--- src/rtl/controlador_senha_pkg.sv ---
// Shared types and constants for the combination-lock controller:
// state encodings, digit width and the power-on code.
package controlador_senha_pkg;

   localparam int LARG_DIGITO = 4;
   localparam int MAX_DIGITOS = 8;

   typedef enum logic [2:0] {
      VERIFICA  = 3'd0,
      ABERTO    = 3'd1,
      PROGRAMA  = 3'd2,
      BLOQUEADO = 3'd3
   } estado_t;

   localparam logic [LARG_DIGITO-1:0] CODIGO_PADRAO [6] = '{4'd5, 4'd9, 4'd0, 4'd2, 4'd8, 4'd1};

   // Positions beyond the six-digit default come up as zero.
   function automatic logic [LARG_DIGITO-1:0] digito_padrao(input logic [2:0] pos);
      if (pos < 3'd6) return CODIGO_PADRAO[pos];
      return '0;
   endfunction

endpackage

--- src/rtl/controlador_senha_detector_borda.sv ---
// Rising-edge detector: one-cycle pulse when the input goes from 0 to 1.
module detector_borda (
   input  logic clk,
   input  logic reset,
   input  logic in,
   output logic pulse
);

   logic in_q;

   always_ff @(posedge clk) begin
      if (reset) in_q <= 1'b0;
      else       in_q <= in;
   end

   assign pulse = in & ~in_q;

endmodule

--- src/rtl/controlador_senha.sv ---
// Combination-lock sequencer: checks entered digits against a programmable
// code, counts wrong digits, enforces a timed lockout and allows reprogramming.
//
// state     | meaning
// VERIFICA  | comparing entered digits against the stored code
// ABERTO    | code accepted; lock open, reprogramming may be requested
// PROGRAMA  | writing a new code one digit per event
// BLOQUEADO | too many wrong digits; timed lockout, inputs ignored
module controlador_senha
   import controlador_senha_pkg::*;
#(
   parameter int N_DIGITOS      = 6,
   parameter int MAX_ERROS      = 1,
   parameter int LOCKOUT_CICLOS = 1000
) (
   input  logic       clk,
   input  logic       reset,
   input  logic       insere,
   input  logic       programa,
   input  logic [3:0] numero,
   output logic [2:0] estado_out,
   output logic [2:0] indice,
   output logic [3:0] digito,
   output logic       LED,
   output logic       aberto,
   output logic       bloqueado,
   output logic       invalido
);

   localparam int EW = (MAX_ERROS > 0) ? $clog2(MAX_ERROS + 1) : 1;
   localparam int CW = $clog2(LOCKOUT_CICLOS + 1);

   localparam logic [2:0]    ULTIMO = 3'(N_DIGITOS - 1);
   localparam logic [EW-1:0] MAX_E  = EW'(MAX_ERROS);
   localparam logic [CW-1:0] CARGA  = CW'(LOCKOUT_CICLOS - 1);

   estado_t                estado;
   logic [EW-1:0]          erros;
   logic [CW-1:0]          contador;
   logic [LARG_DIGITO-1:0] codigo [MAX_DIGITOS];
   logic                   ev;

   detector_borda u_borda (
      .clk   (clk),
      .reset (reset),
      .in    (insere),
      .pulse (ev)
   );

   always_ff @(posedge clk) begin
      if (reset) begin
         estado   <= VERIFICA;
         indice   <= '0;
         erros    <= '0;
         digito   <= '0;
         LED      <= 1'b0;
         invalido <= 1'b0;
         contador <= '0;
         for (int i = 0; i < MAX_DIGITOS; i++) codigo[i] <= digito_padrao(3'(i));
      end else begin
         invalido <= 1'b0;
         if (ev) digito <= numero;

         case (estado)
            VERIFICA: begin
               if (ev) begin
                  if (numero == codigo[indice]) begin
                     if (indice == ULTIMO) begin
                        estado <= ABERTO;
                        indice <= '0;
                     end else begin
                        indice <= indice + 3'd1;
                     end
                  end else if (erros < MAX_E) begin
                     // Retry the same position; the LED shows an error was spent.
                     erros <= erros + EW'(1);
                     LED   <= 1'b1;
                  end else begin
                     estado   <= BLOQUEADO;
                     contador <= CARGA;
                  end
               end
            end

            BLOQUEADO: begin
               if (contador == '0) begin
                  estado <= VERIFICA;
                  indice <= '0;
                  erros  <= '0;
                  LED    <= 1'b0;
               end else begin
                  contador <= contador - CW'(1);
               end
            end

            ABERTO: begin
               if (programa) begin
                  estado <= PROGRAMA;
                  indice <= '0;
               end else if (ev) begin
                  estado <= VERIFICA;
                  indice <= '0;
                  erros  <= '0;
                  LED    <= 1'b0;
               end
            end

            PROGRAMA: begin
               if (ev) begin
                  if (numero <= 4'd9) begin
                     codigo[indice] <= numero;
                     if (indice == ULTIMO) begin
                        estado <= VERIFICA;
                        indice <= '0;
                        erros  <= '0;
                        LED    <= 1'b0;
                     end else begin
                        indice <= indice + 3'd1;
                     end
                  end else begin
                     invalido <= 1'b1;
                  end
               end
            end

            default: begin
               estado <= VERIFICA;
               indice <= '0;
               erros  <= '0;
               LED    <= 1'b0;
            end
         endcase
      end
   end

   assign estado_out = estado;
   assign aberto     = (estado == ABERTO);
   assign bloqueado  = (estado == BLOQUEADO);

endmodule

--- config.mk ---
export PLATFORM = sky130hd
export DESIGN_NAME = controlador_senha
export DESIGN_NICKNAME = d
export VERILOG_FILES = /design/src/rtl/controlador_senha_pkg.sv /design/src/rtl/controlador_senha_detector_borda.sv /design/src/rtl/controlador_senha.sv
export SDC_FILE = /design/constraint.sdc
export NUM_CORES = 1
export LEC_CHECK = 0
export CAP_MARGIN = 25
export CORE_MARGIN = 8
export CORE_UTILIZATION = 55
export DETAILED_ROUTE_END_ITERATION = 6
export PLACE_DENSITY = 0.79
export SYNTH_ARGS = -nofsm -noshare
export SYNTH_HDL_FRONTEND = slang
export SYNTH_HIERARCHICAL = 1
export SYNTH_SLANG_ARGS = --single-unit
--- constraint.sdc ---
create_clock -name clk -period 2.45 [get_ports clk]
set_input_delay 0.245 -clock clk [delete_from_list [all_inputs] [get_ports clk]]
set_output_delay 0.245 -clock clk [all_outputs]
set_load 0.02 [all_outputs]
Word-level counts from Yosys, hierarchy flattened

Memories as Yosys holds them, arrays and structs flattened. A register that Yosys moved wholly into a read port is not among the register bits.
Cells that the tools add are included.

Flip-flop bits (word level): 24
Memory bits (writable): 32
Word-level logic and storage cells: 109
Memories kept: 1

Add/sub/neg operators: 3
$lt $le $gt $ge: 2
Equal/unequal tests: 20
Multiplexer cells: 62
Bitwise gates (word level): 4
Reductions and logical operators: 9

Memory list:

| name   | words | bits a word | read ports | clocked after Yosys merged registers in | wr ports | line                    | text |
|---|---|---|---|---|---|---|---|
| codigo | 8     | 4           | 1          | 1                                       | 8        | controlador_senha.sv:40 | `logic [LARG_DIGITO-1:0] codigo [MAX_DIGITOS];` |

Operator list:

| operator                                                              | number |
|---|---|
| 3-bit two-way mux                                                     | 20 |
| 10-bit two-way mux                                                    | 4 |
| 4-bit two-way mux                                                     | 9 |
| 3-bit case mux with 4 select lines                                    | 2 |
| 1-bit two-way mux                                                     | 23 |
| 2-bit != test, second input constant                                  | 10 |
| 10-bit case mux with 2 select lines                                   | 1 |
| 10-bit logical NOT                                                    | 1 |
| 10-bit by 1-bit subtractor with 10-bit output, second input constant  | 1 |
| 9-bit AND reduction                                                   | 1 |
| 1-bit case mux with 4 select lines                                    | 2 |
| 8-bit AND reduction                                                   | 1 |
| 3-bit by 2-bit equality test with 1-bit output, second input constant | 2 |
| 3-bit != test, second input constant                                  | 2 |
| 6-bit AND reduction                                                   | 1 |
| 5-bit AND reduction                                                   | 1 |
| 4-bit equality test                                                   | 1 |
| 4-bit less-or-equal comparator, second input constant                 | 1 |
| 2-bit by 1-bit != test with 1-bit output, second input constant       | 2 |
| 4-bit OR reduction                                                    | 1 |
| 3-bit by 1-bit adder with 3-bit output, second input constant         | 1 |
| 3-bit by 1-bit equality test with 1-bit output, second input constant | 1 |
| 3-bit equality test, second input constant                            | 1 |
| 3-bit logical NOT                                                     | 1 |
| 8 further kinds                                                       | 10 |

Depth between registers and ports, before layout

Word-level depth: 8
Gate-level depth with buffers: 8
Gate-level depth less buffers: 8

Cells and area by module

The synthesis kept the hierarchy.

By module, submodules not included:

| module            | instances | cells an instance | area each (µm²) |
|---|---|---|---|
| controlador_senha | 1         | 272               | 2941.6 |
| detector_borda    | 1         | 3                 | 47.5 |

Worst setup path after synthesis

No wires, ideal clock.

Kind: reg-to-reg
Start point: register with a tool-made name
End point: register with a tool-made name
Library setup time: 0.121 ns
Arrival time: 2.122 ns
Data required time: 2.329 ns
Setup slack: 0.207 ns
Cell stages (with the launch flop): 8
Buffers on the path: 1
Cell sequence: dfxtp_1 > buf_4 > mux2i_1 > mux4_2 > xor2_1 > a41oi_2 > nand2b_2 > mux2_2

==> impl_metrics.json <==
{
  "ys.flop_type": "edfxtp_1",
  "fp.coreArea_um2": 5370,
  "start_kind": "flip-flop",
  "final_cell_count_no_fill": 390,
  "multiInputGateArea_um2": 1410,
  "syn_inst": 275,
  "finalSetupViolCount": 0,
  "required_ns": 2.68,
  "drive_gt1_frac": 0.195,
  "critPathTopFamily": "simple AND/OR/NAND/NOR gates",
  "wl_per_cell_um": 17.4,
  "hold_buffers": 0,
  "diodes": 0,
  "cts_tree": "yes",
  "dp_slack_ns": 0.0386,
  "area_growth_pct": 20.4,
  "ff2ff_path_depth": 8,
  "fin_nets": 323,
  "power_density_nw_per_um2": 786,
  "insertion_delay_ns": 0.34,
  "synth_seq_area_share": 0.496,
  "max_freq_ghz": 0.422,
  "placed_area_um2": 3380,
  "drtPass1Iterations": 4,
  "regArea_um2": 1480,
  "antenna_found_initial": 0,
  "rr_startpoint": "contador[0]$_SDFFE_PP0P_",
  "async_flop_share": 0,
  "worst-path-max-fanout": 6,
  "detail_route.vias_per_cell": 5.75,
  "route.vias.total": 2242,
  "ys_types": 52,
  "grt_pass1_vias": 2251,
  "skew_ns": 0.00643,
  "clkTransAtPathRegs_ns": 0.07,
  "whs_path_depth": 1,
  "endpoint_kind": "flip-flop",
  "irDropWorstVdd_uv": 530,
  "syn_area_per_cell_um2": 10.9,
  "drc": 0,
  "critPathSlowestCell": "or4b_1",
  "gp_congestion": 0.888,
  "initial_core_util": 0.556,
  "final_area_um2": 3600,
  "drt_iter0_drc": 113,
  "grt_use_total": 0.176,
  "die-area_um2": 8050,
  "maxCapViolCount": 0,
  "slowest_delay_ns": 0.48,
  "p_leak_nw": 1.32,
  "synth-edff-count": 32,
  "critPathBufInv": 2,
  "antenna_left": 0,
  "grt_max_degree": 23,
  "fillerInstances": 416,
  "crit_arrival_ns": 2.60,
  "min_from": "LED$_SDFFE_PP0P_",
  "die_h_um": 89.7,
  "min_path_type": "reg2reg",
  "fin_crit_ns": 2.37,
  "dp_hpwl_mm": 4.88,
  "io_buffer_count": 20,
  "status": "finished, final reports clean",
  "fin_ws_ns": 0.0824,
  "netlist_area_um2": 2990,
  "crit_type": "reg2reg",
  "routed_wl_mm": 6.79,
  "gr-total-overflow": 0,
  "slew_viol_final": 0,
  "hold_viol_final": 0,
  "cts_buffer_depth": 2,
  "htree_levels": 3,
  "ys_ff_latch": 58,
  "placementRows": 27,
  "cts_buffers": 9,
  "r2r_slack_ns": 0.08,
  "period_share": 0.966,
  "ys_warn_count": 6,
  "chipWidth_um": 89.7,
  "syn-num-nets": 285,
  "fin_util": 0.670,
  "min_to": "LED$_SDFFE_PP0P_",
  "ctsRootBufferMaster": "clkbuf_8",
  "dp.cells": 371,
  "grt_pass1_wl_mm": 11.2,
  "pin_count": 22,
  "cts.sinks": 58,
  "worstPathCellList": "inv_1 > ha_1 > or4b_1 > o31a_1 > a211oi_4 > buf_4 > nand2b_2 > mux2_2"
}
[report_power, final]
| part | switching [mW] | internal (mW) | leakage (nW) |
|---|---|---|---|
| registers | 0.0970 | 1.11 | 0.518 |
| clock network | 0.399 | 0.426 | 0.0979 |
| logic | 0.420 | 0.373 | 0.701 |
[synth_stat cells, types with 3 or more instances]
cell | n | area (um^2)
a211oi_1 | 6 | 45.0
a21oi_1 | 6 | 30.0
a32o_1 | 4 | 40.0
and2_1 | 24 | 150
and3_1 | 4 | 25.0
buf_4 | 3 | 22.5
clkbuf_1 | 11 | 41.3
dfxtp_1 | 26 | 521
edfxtp_1 | 32 | 961
inv_1 | 8 | 30.0
mux2i_1 | 22 | 220
mux4_2 | 4 | 90.1
nand2_1 | 11 | 41.3
nand2b_1 | 9 | 56.3
nand3_1 | 3 | 15.0
nor2_1 | 19 | 71.3
nor2b_1 | 6 | 37.5
nor3_1 | 9 | 45.0
o21a_1 | 3 | 22.5
o21ai_0 | 14 | 70.1
or2_2 | 4 | 25.0
or3_1 | 4 | 25.0
xor2_1 | 4 | 35.0
[layer usage]
metal	track usage	vias up	wire, um
met4	0.126	0	289
met1	0.193	1073	2810
met2	0.293	56	3410
met5	0	-	0
met3	0.0432	19	283
li1	-	1094	-
[what timing repair did]
| item | CTS | global route |
|---|---|---|
| buffers inserted | 0 | 3 |
| resized for setup | 0 | 1 |
| setup endpoints to repair | 0 | 7 |
| hold endpoints to repair | 0 | 0 |
[logic make-up (layout without fill, tap and decap cells)]
logic type / after synthesis / count (layout) / share of synthesized area
compound gates: 53 / 53 / 0.138
flops: 58 / 58 / 0.496
fa+ha+maj: 2 / 2 / 0.00837
xor+xnor: 4 / 4 / 0.0117
buf+inv: 24 / 67 / 0.0339
simple gates: 105 / 105 / 0.200
mux: 28 / 28 / 0.111
other cells: 1 / 1 / 0.00125
[cells in the final DEF (no fill, tap or decap), types with 6 or more instances in the layout]
cell             netlist  routed
edfxtp_1              32      32
dfxtp_1               26      26
and2_1                24      24
mux2i_1               22      22
buf_4                  3      21
clkdlybuf4s50_1        0      20
nor2_1                19      19
o21ai_0               14      14
nand2_1               11      11
nand2b_1               9       9
nor3_1                 9       9
clkbuf_8               0       9
inv_1                  8       8
nor2b_1                6       6
a21oi_1                6       6
a211oi_1               6       6
[through the flow]
stage,setup TNS (ns),total power [mW],hold slack [ns]
after global routing,-0.0572,2.97,0.501
final,0,2.83,0.474
after CTS,0,2.83,0.477
after floorplan,0,1.76,0.309
after global placement,0,1.99,0.460
after detailed placement,0,2.01,0.461
[registers in the layout, summed over array words and instances, names as in the netlist, named ones only]
name and flops:
invalido 1, LED 1, u_borda/in_q 1, estado_out 2, erros 1, codigo 32, contador 10, digito 4
indice 3
[worst max path at each step]
stage,from,endpoint,slack [ns],depth (start not counted)
floorplan,flip-flop,flip-flop,0.21,7
global placement,contador[0]$_SDFFE_PP0P_,flip-flop,0.08,8
detailed placement,contador[0]$_SDFFE_PP0P_,indice[1]$_SDFFE_PP0P_,0.04,8
CTS,contador[0]$_SDFFE_PP0P_,indice[1]$_SDFFE_PP0P_,0.02,8
global route,contador[0]$_SDFFE_PP0P_,flip-flop,-0.02,8
finish,contador[0]$_SDFFE_PP0P_,flip-flop,0.08,8
[cell type report]
cell class                 instances  share of cell area
multi-input combinational        193               0.393
sequential                        58               0.412
clock buffer                      10              0.0414
clock inverter                     6              0.0104
tap                               72              0.0250
timing repair buffer              43               0.111
inverter                           8             0.00834
No activity file was read; power rests on OpenSTA's default activity.
